File: src/rtl/alu_pkg.sv
// alu_pkg
// Shared types for the ALU execute stage.
//   alu_op_t    : 3-bit ALUControl encodings understood by alu_core.
//   alu_flags_t : packed {zero, negative, carry, overflow} flag bundle.
// Optional feature macro used elsewhere: ALU_SLT_EN (enables code 011 = SLT).
package alu_pkg;

  localparam int ALU_CODE_W = 3;

  typedef enum logic [ALU_CODE_W-1:0] {
    ALU_AND = 3'b000,
    ALU_OR  = 3'b001,
    ALU_ADD = 3'b010,
    ALU_SLT = 3'b011,
    ALU_SUB = 3'b110,
    ALU_XOR = 3'b111
  } alu_op_t;

  typedef struct packed {
    logic zero;
    logic negative;
    logic carry;
    logic overflow;
  } alu_flags_t;

endpackage

File: src/rtl/alu_exec_stage_if.sv
// alu_exec_stage_if
// Handshake and data bundle of the ALU execute stage.
//   Input side  : in_valid, in_ready, alu_control, src_a, src_b, in_tag
//   Output side : out_valid, out_ready, result, zero, negative, carry,
//                 overflow, out_tag
// Modports:
//   master : the environment (issues ops, consumes results)
//   slave  : the execute stage itself
interface alu_exec_stage_if
  import alu_pkg::*;
#(
  parameter int XLEN  = 32,
  parameter int TAG_W = 5
);

  logic                  in_valid;
  logic                  in_ready;
  logic [ALU_CODE_W-1:0] alu_control;
  logic [XLEN-1:0]       src_a;
  logic [XLEN-1:0]       src_b;
  logic [TAG_W-1:0]      in_tag;

  logic                  out_valid;
  logic                  out_ready;
  logic [XLEN-1:0]       result;
  logic                  zero;
  logic                  negative;
  logic                  carry;
  logic                  overflow;
  logic [TAG_W-1:0]      out_tag;

  modport master (
    output in_valid, alu_control, src_a, src_b, in_tag, out_ready,
    input  in_ready, out_valid, result, zero, negative, carry, overflow, out_tag
  );

  modport slave (
    input  in_valid, alu_control, src_a, src_b, in_tag, out_ready,
    output in_ready, out_valid, result, zero, negative, carry, overflow, out_tag
  );

endinterface

File: src/rtl/alu_core.sv
// alu_core
// Purely combinational ALU: op code + two operands -> result + flags.
// Ports:
//   op     in  3     ALUControl code
//   a, b   in  XLEN  operands
//   result out XLEN  ALU result (0 for unsupported codes)
//   flags  out       {zero, negative, carry, overflow}
// Optional feature: ALU_SLT_EN makes code 011 a signed set-less-than.
module alu_core
  import alu_pkg::*;
#(
  parameter int XLEN = 32
) (
  input  logic [ALU_CODE_W-1:0] op,
  input  logic [XLEN-1:0]       a,
  input  logic [XLEN-1:0]       b,
  output logic [XLEN-1:0]       result,
  output alu_flags_t            flags
);

  logic            is_sub;
  logic [XLEN-1:0] and_bits;
  logic [XLEN-1:0] or_bits;
  logic [XLEN-1:0] xor_bits;
  logic [XLEN-1:0] b_eff;
  logic [XLEN:0]   sum;
  logic            add_ovf;
  logic            sub_ovf;

  assign is_sub = (op == ALU_SUB);

  // Bitwise lanes; SUB reuses the adder with b inverted and carry-in 1.
  for (genvar gi = 0; gi < XLEN; gi++) begin : g_bit
    assign and_bits[gi] = a[gi] & b[gi];
    assign or_bits[gi]  = a[gi] | b[gi];
    assign xor_bits[gi] = a[gi] ^ b[gi];
    assign b_eff[gi]    = is_sub ? ~b[gi] : b[gi];
  end

  assign sum = {1'b0, a} + {1'b0, b_eff} + {{XLEN{1'b0}}, is_sub};

  assign add_ovf = (a[XLEN-1] == b[XLEN-1]) && (sum[XLEN-1] != a[XLEN-1]);
  assign sub_ovf = (a[XLEN-1] != b[XLEN-1]) && (sum[XLEN-1] != a[XLEN-1]);

`ifdef ALU_SLT_EN
  logic slt_bit;
  assign slt_bit = ($signed(a) < $signed(b));
`endif

  always_comb begin
    result         = '0;
    flags          = '0;
    case (op)
      ALU_ADD: begin
        result         = sum[XLEN-1:0];
        flags.carry    = sum[XLEN];
        flags.overflow = add_ovf;
      end
      ALU_SUB: begin
        result         = sum[XLEN-1:0];
        flags.carry    = sum[XLEN];   // 1 = no borrow
        flags.overflow = sub_ovf;
      end
      ALU_AND: result = and_bits;
      ALU_OR:  result = or_bits;
      ALU_XOR: result = xor_bits;
`ifdef ALU_SLT_EN
      ALU_SLT: result = {{(XLEN-1){1'b0}}, slt_bit};
`endif
      default: result = '0;
    endcase
    flags.zero     = (result == '0);
    flags.negative = result[XLEN-1];
  end

endmodule

File: src/rtl/alu_exec_stage.sv
// alu_exec_stage
// Registered ALU execute stage with valid/ready on both sides and a
// two-entry output buffer (output register + skid register). in_ready is
// taken straight from the skid-valid flop, so it never depends on out_ready.
// Ports:
//   clk    in   rising-edge clock
//   reset  in   synchronous active-high reset, clears all buffered ops
//   bus    slave modport of alu_exec_stage_if (ops in, results/flags/tag out)
// Optional feature macro: ALU_SLT_EN (code 011 = SLT inside alu_core).
module alu_exec_stage
  import alu_pkg::*;
#(
  parameter int XLEN  = 32,
  parameter int TAG_W = 5
) (
  input  logic            clk,
  input  logic            reset,
  alu_exec_stage_if.slave bus
);

  logic [XLEN-1:0]  core_result;
  alu_flags_t       core_flags;

  logic             out_valid_reg;
  logic [XLEN-1:0]  out_result_reg;
  alu_flags_t       out_flags_reg;
  logic [TAG_W-1:0] out_tag_reg;

  logic             skid_valid_reg;
  logic [XLEN-1:0]  skid_result_reg;
  alu_flags_t       skid_flags_reg;
  logic [TAG_W-1:0] skid_tag_reg;

  logic             accept;
  logic             out_free;

  alu_core #(.XLEN(XLEN)) u_core (
    .op     (bus.alu_control),
    .a      (bus.src_a),
    .b      (bus.src_b),
    .result (core_result),
    .flags  (core_flags)
  );

  assign accept   = bus.in_valid && !skid_valid_reg;
  // Output register can be (re)loaded when empty or being taken this cycle.
  assign out_free = !out_valid_reg || bus.out_ready;

  always_ff @(posedge clk) begin
    if (reset) begin
      out_valid_reg   <= 1'b0;
      out_result_reg  <= '0;
      out_flags_reg   <= '0;
      out_tag_reg     <= '0;
      skid_valid_reg  <= 1'b0;
      skid_result_reg <= '0;
      skid_flags_reg  <= '0;
      skid_tag_reg    <= '0;
    end else if (out_free) begin
      if (skid_valid_reg) begin
        // Skid drains first; in_ready is low so nothing is accepted now.
        out_valid_reg  <= 1'b1;
        out_result_reg <= skid_result_reg;
        out_flags_reg  <= skid_flags_reg;
        out_tag_reg    <= skid_tag_reg;
        skid_valid_reg <= 1'b0;
      end else if (accept) begin
        out_valid_reg  <= 1'b1;
        out_result_reg <= core_result;
        out_flags_reg  <= core_flags;
        out_tag_reg    <= bus.in_tag;
      end else begin
        // Data is left in place; only the valid bit drops.
        out_valid_reg  <= 1'b0;
      end
    end else if (accept) begin
      // Output register stalled: park the new op in the skid register.
      skid_valid_reg  <= 1'b1;
      skid_result_reg <= core_result;
      skid_flags_reg  <= core_flags;
      skid_tag_reg    <= bus.in_tag;
    end
  end

  assign bus.in_ready  = !skid_valid_reg;
  assign bus.out_valid = out_valid_reg;
  assign bus.result    = out_result_reg;
  assign bus.zero      = out_flags_reg.zero;
  assign bus.negative  = out_flags_reg.negative;
  assign bus.carry     = out_flags_reg.carry;
  assign bus.overflow  = out_flags_reg.overflow;
  assign bus.out_tag   = out_tag_reg;

endmodule

File: src/flat_wrapper.sv
// flat-port wrapper written by rule: the top's interface ports become plain ports
module alu_exec_stage_flat import alu_pkg::*;
#(
  parameter int XLEN  = 32,
  parameter int TAG_W = 5
)
  (clk, reset, bus_in_valid, bus_alu_control, bus_src_a, bus_src_b, bus_in_tag, bus_out_ready, bus_in_ready, bus_out_valid, bus_result, bus_zero, bus_negative, bus_carry, bus_overflow, bus_out_tag);
  alu_exec_stage_if #(.XLEN(XLEN), .TAG_W(TAG_W)) bus_i ();
  input  logic clk;
  input  logic reset;
  input wire logic [$bits(bus_i.in_valid)-1:0] bus_in_valid;
  input wire logic [$bits(bus_i.alu_control)-1:0] bus_alu_control;
  input wire logic [$bits(bus_i.src_a)-1:0] bus_src_a;
  input wire logic [$bits(bus_i.src_b)-1:0] bus_src_b;
  input wire logic [$bits(bus_i.in_tag)-1:0] bus_in_tag;
  input wire logic [$bits(bus_i.out_ready)-1:0] bus_out_ready;
  output wire logic [$bits(bus_i.in_ready)-1:0] bus_in_ready;
  output wire logic [$bits(bus_i.out_valid)-1:0] bus_out_valid;
  output wire logic [$bits(bus_i.result)-1:0] bus_result;
  output wire logic [$bits(bus_i.zero)-1:0] bus_zero;
  output wire logic [$bits(bus_i.negative)-1:0] bus_negative;
  output wire logic [$bits(bus_i.carry)-1:0] bus_carry;
  output wire logic [$bits(bus_i.overflow)-1:0] bus_overflow;
  output wire logic [$bits(bus_i.out_tag)-1:0] bus_out_tag;
  assign bus_i.in_valid = bus_in_valid;
  assign bus_i.alu_control = bus_alu_control;
  assign bus_i.src_a = bus_src_a;
  assign bus_i.src_b = bus_src_b;
  assign bus_i.in_tag = bus_in_tag;
  assign bus_i.out_ready = bus_out_ready;
  assign bus_in_ready = bus_i.in_ready;
  assign bus_out_valid = bus_i.out_valid;
  assign bus_result = bus_i.result;
  assign bus_zero = bus_i.zero;
  assign bus_negative = bus_i.negative;
  assign bus_carry = bus_i.carry;
  assign bus_overflow = bus_i.overflow;
  assign bus_out_tag = bus_i.out_tag;
  alu_exec_stage #(.XLEN(XLEN), .TAG_W(TAG_W)) u_core (.clk(clk), .reset(reset), .bus(bus_i));
endmodule
File: config.mk
export PLATFORM = sky130hd
export DESIGN_NAME = alu_exec_stage_flat
export DESIGN_NICKNAME = d
export VERILOG_FILES = /design/src/rtl/alu_pkg.sv /design/src/rtl/alu_exec_stage_if.sv /design/src/rtl/alu_core.sv /design/src/rtl/alu_exec_stage.sv /design/src/flat_wrapper.sv
export SDC_FILE = /design/constraint.sdc
export NUM_CORES = 1
export LEC_CHECK = 0
export CAP_MARGIN = 20
export CORE_UTILIZATION = 36
export CTS_CLUSTER_DIAMETER = 40
export CTS_CLUSTER_SIZE = 28
export DETAILED_ROUTE_END_ITERATION = 8
export PLACE_DENSITY = 0.67
export SLEW_MARGIN = 40
export SYNTH_ARGS = -nofsm -noshare
export SYNTH_HDL_FRONTEND = slang
export SYNTH_HIERARCHICAL = 1
export SYNTH_SLANG_ARGS = --single-unit
File: constraint.sdc
create_clock -name clk -period 6.1 [get_ports clk]
set_clock_uncertainty 0.15 [all_clocks]
set_input_delay 1.22 -clock clk [delete_from_list [all_inputs] [get_ports clk]]
set_output_delay 1.22 -clock clk [all_outputs]
set_load 0.02 [all_outputs]
# Word-level counts from Yosys, hierarchy flattened

Index checks and enable logic that the tools add are counted.

Reductions and logical operators: 13
Bitwise gates (word level): 129
Equal/unequal tests: 7
Add/sub/neg operators: 2
Mux-type cells: 42

Operator list:

| operator                                                        | number |
|---|---|
| 32-bit case mux with 4 select lines                             | 1 |
| 32-bit 2-to-1 mux                                               | 2 |
| 1-bit 2-to-1 mux                                                | 34 |
| 32-bit by 32-bit adder with 33-bit output                       | 1 |
| 33-bit by 1-bit adder with 33-bit output                        | 1 |
| 1-bit NOT                                                       | 33 |
| 1-bit bitwise AND                                               | 32 |
| 32-bit zero test                                                | 1 |
| 1-bit OR                                                        | 32 |
| 1-bit bitwise XOR                                               | 32 |
| 5-bit 2-to-1 mux                                                | 2 |
| 4-bit 2-to-1 mux                                                | 2 |
| 3-bit == test, second input constant                            | 2 |
| 2-bit case mux with 2 select lines                              | 1 |
| 2-bit AND reduction                                             | 2 |
| 2-bit OR reduction                                              | 2 |
| 3-bit by 1-bit == test with 1-bit output, second input constant | 1 |
| 3-bit by 2-bit == test with 1-bit output, second input constant | 1 |
| 1-bit logical AND                                               | 3 |
| 3-bit zero test                                                 | 1 |
| 1-bit zero test                                                 | 2 |
| 1-bit inequality test                                           | 2 |
| 2-bit nonzero test                                              | 1 |
| 1-bit == test                                                   | 1 |
| 1-bit logical OR                                                | 1 |

Input bits: 76
Output and inout bits: 43
Logic and storage cells: 207
Flip-flop bits (word level): 84

# Depth between registers and ports, before layout

Word-level depth: 9
Depth in mapped cells: 19
Depth with buffers taken out: 16

# Hierarchy

The synthesis kept the hierarchy.

Modules (own cells, without submodules):

| module         | cells each | area each (um^2) | instances |
|---|---|---|---|
| alu_core       | 635        | 4281.6           | 1 |
| alu_exec_stage | 378        | 3577.2           | 1 |

# Worst setup path after synthesis

No wires, ideal clock.

Kind: input -> register
From: input bus_alu_control[0]
To: register u_core.out_flags_reg, in the netlist u_core/bus.zero
Buffers on the path: 2
Path slack: 856 ps
Data required time: 5869 ps
Arrival: 5013 ps
Library setup time: 81 ps
Stages: 18
Cell sequence: nand3b_1 -> buf_2 -> buf_1 -> xnor2_1 -> fa_1 -> a211o_1 -> a211oi_2 -> nor3_1 -> nor2b_2 -> xor2_1 -> o21ai_0 -> or4_1 -> a2111oi_2 -> and4_1 -> nand3_1 -> nor3_2 -> mux2i_1 -> a211oi_2

RTL lines:

| element              | RTL line             | RTL |
|---|---|---|
| from (decl)          | flat_wrapper.sv:12   | `input wire logic [$bits(bus_i.alu_control)-1:0] bus_alu_control;` |
| to (signal assigned) | alu_exec_stage.sv:64 | `out_flags_reg <= skid_flags_reg;` |
| to (signal assigned) | alu_exec_stage.sv:70 | `out_flags_reg <= core_flags;` |
| to (decl)            | alu_exec_stage.sv:26 | `alu_flags_t out_flags_reg;` |

==> impl_metrics.env <==
export IMPL_outcome="finished clean"
export IMPL_synthMuxAreaShare=0.0560
export IMPL_grt_total_usage=0.208
export IMPL_floorplan_initialDensity=0.370
export IMPL_worstPathRequired_ps=6210
export IMPL_synth_compound_area_frac=0.281
export IMPL_fp_row_count=53
export IMPL_synth_warnings=6
export IMPL_clkTransAtPathRegs_ps=60
export IMPL_synth_top_area_frac=0.214
export IMPL_maxClockFrequency_ghz=0.180
export IMPL_slowest_stage="or4_1"
export IMPL_cts_buffers=9
export IMPL_clk_root_buffer_cell="clkbuf_16"
export IMPL_synth_seq_area_share=0.214
export IMPL_synth_top_family_by_area="compound AO/OA/AOI/OAI gates"
export IMPL_crit_chain="clkdlybuf4s50_1, nand3b_1, buf_12, o21ai_0, fa_1, a211o_1, a211oi_2, nor3_1, nor2b_2, xor2_1, o21ai_0, or4_1, a2111oi_2, and4_1, nand3_1, nor3_2, mux2i_1, a211oi_2"
export IMPL_synth_top_cell_by_area="dfxtp_1"
export IMPL_ir_drop_mv=0.141
export IMPL_grt_pass1_vias=7197
export IMPL_drtAntennaViolNets=0
export IMPL_cpPeakStageDelay_ps=560
export IMPL_synthSimpleGateAreaFrac=0.151
export IMPL_place_hpwl_mm=17.1
export IMPL_cts_hold_buf=0
export IMPL_pin_count=119
export IMPL_hold_viol_final=0
export IMPL_grt_pass1_wl_mm=37.0
export IMPL_report_final_setup_viol=0
export IMPL_vias=7448
export IMPL_min_period_ps=5540
export IMPL_arrival_ps=5650
export IMPL_routedWlPerCell_um=16.7
export IMPL_syn2layout_area_growth_pct=22.2
export IMPL_synthFlopType="dfxtp_1"
export IMPL_remaining_drc_errors=0
export IMPL_syn_nets=1189
export IMPL_clock_sinks=84
export IMPL_finalWeightedCongestion=0.921
export IMPL_final_common_cell="nand2_1"
export IMPL_leakage_nw=3.84
export IMPL_synth_edf_count=0
export IMPL_p_per_area_mw_per_mm2=199
export IMPL_crit_family="simple AND/OR/NAND/NOR gates"
export IMPL_drtPass1Iterations=5
export IMPL_maxCapViolCount=0
export IMPL_layout_worst_path_cycle_share=0.908
export IMPL_io_buffers=118
export IMPL_syn_area_mm2=0.00786
export IMPL_drv_slew=0
export IMPL_diodes=0
export IMPL_fin_hold_ws_ps=302
export IMPL_async_reset_ff_frac=0
export IMPL_cts_resized=0
export IMPL_max_slew_margin=0.471
export IMPL_antenna_found_initial=0
export IMPL_finalSetupTns_ps=0
export IMPL_wl_met1_mm=10.4
export IMPL_worst_pin_slew_ps=794
export IMPL_cts_tree="yes"
export IMPL_die_w_um=150
export IMPL_grt_overflow=0
export IMPL_syn_instance_count=1013
export IMPL_crit_type="in -> reg"
export IMPL_grt_max_degree=85
export IMPL_fin_util=0.453
export IMPL_synthXorXnorAreaFrac=0.0602
export IMPL_die_h_um=150
export IMPL_coreArea_mm2=0.0212
export IMPL_synth_cell_types=65
export IMPL_final_cell_mix="nand2_1, a21oi_1, clkdlybuf4s50_1"
export IMPL_fin_total_pwr_mw=1.91
export IMPL_end_kind="flop"
export IMPL_htree_levels=3
export IMPL_met3WireLength_um=908
export IMPL_dr_wl_met2_mm=11.2
export IMPL_cts_setup_buffers=0
export IMPL_dieArea_mm2=0.0224
export IMPL_drive_above_1_share=0.0914
export IMPL_dr_max_layer_used="met4"
export IMPL_nets=1277
export IMPL_synth_fa_ha_area_frac=0.160
export IMPL_synth_area_top_cells="dfxtp_1, ha_1, a21oi_1"
export IMPL_cp_max_fo=31
export IMPL_hp_class="reg -> reg"
export IMPL_ys_seq_elements=84
export IMPL_path_buf_inv=2
export IMPL_avgSynthCellArea_um2=7.76
export IMPL_via_per_inst=5.40
export IMPL_drt_iter0_drc=447
export IMPL_clk_latency_ps=340
export IMPL_clk_path_buf_depth=2
export IMPL_cp_start_kind="primary input"
export IMPL_rsz0062_at_grt="no"
export IMPL_drt_wl_total_mm=23.1
## worst min-delay path: stages, from the launching register on
cell	delay [ps]
dfxtp_1	310
nand2_1	50
a21oi_1	50
## kinds of logic after synthesis
family          count (synthesis)
compound gates                324
simple gates                  263
buf+inv                       144
fa+ha+maj                     100
flops                          84
xor+xnor                       54
mux                            44
## where the power goes
part	leakage [nW]	total (mW)	switching, mW	internal [mW]
combinational	3.00	0.761	0.439	0.322
sequential	0.688	0.597	0.0171	0.580
clock	0.149	0.556	0.208	0.349
## area by class of cell
cell class / instances / area, µm²
flip-flops and latches: 84 / 1680
clock buffers: 14 / 274
multi-input cells: 785 / 5590
clock inverters: 1 / 30.0
well taps: 275 / 344
inverters: 74 / 278
fillers: 2128 / 11600
repair buffers: 147 / 1410
## stage by stage
stage / instance area (µm²) / cells / setup slack [ps]
after global routing: 9610 / 1380 / 218
after floorplan: 7860 / 1013 / 856
after global placement: 9300 / 1365 / 286
after CTS: 9610 / 1380 / 574
after detailed placement: 9300 / 1365 / 234
final: 9610 / 1380 / 558
## synthesized netlist by cell type, types with 11 or more instances
library cell / n
nand3_1: 14
mux2i_1: 44
xnor2_1: 46
o21ai_0: 52
nand2_1: 138
a211oi_1: 17
buf_2: 15
a21oi_1: 136
nand4_1: 11
inv_1: 73
a21o_1: 12
a211oi_2: 43
nor2_1: 48
dfxtp_1: 84
clkbuf_1: 42
ha_1: 99
## routing by layer
metal,global-route usage,up-vias
met5,0,-
met4,0.0591,0
met3,0.0287,28
met2,0.363,152
met1,0.264,3519
li1,-,3749
## path summary, 6_finish.rpt
kind	startpoint	endpoint	slack, ps	depth (start not counted)
max reg2reg	u_core/skid_valid_reg	u_core/bus.result[18]	3530	5
min	u_core/skid_result_reg[24]	u_core/skid_result_reg[24]	300	2
min reg2reg	u_core/skid_result_reg[24]	u_core/skid_result_reg[24]	300	2
max	bus_alu_control[0]	u_core/bus.zero	560	18
No activity file was read; power rests on OpenSTA's default activity.
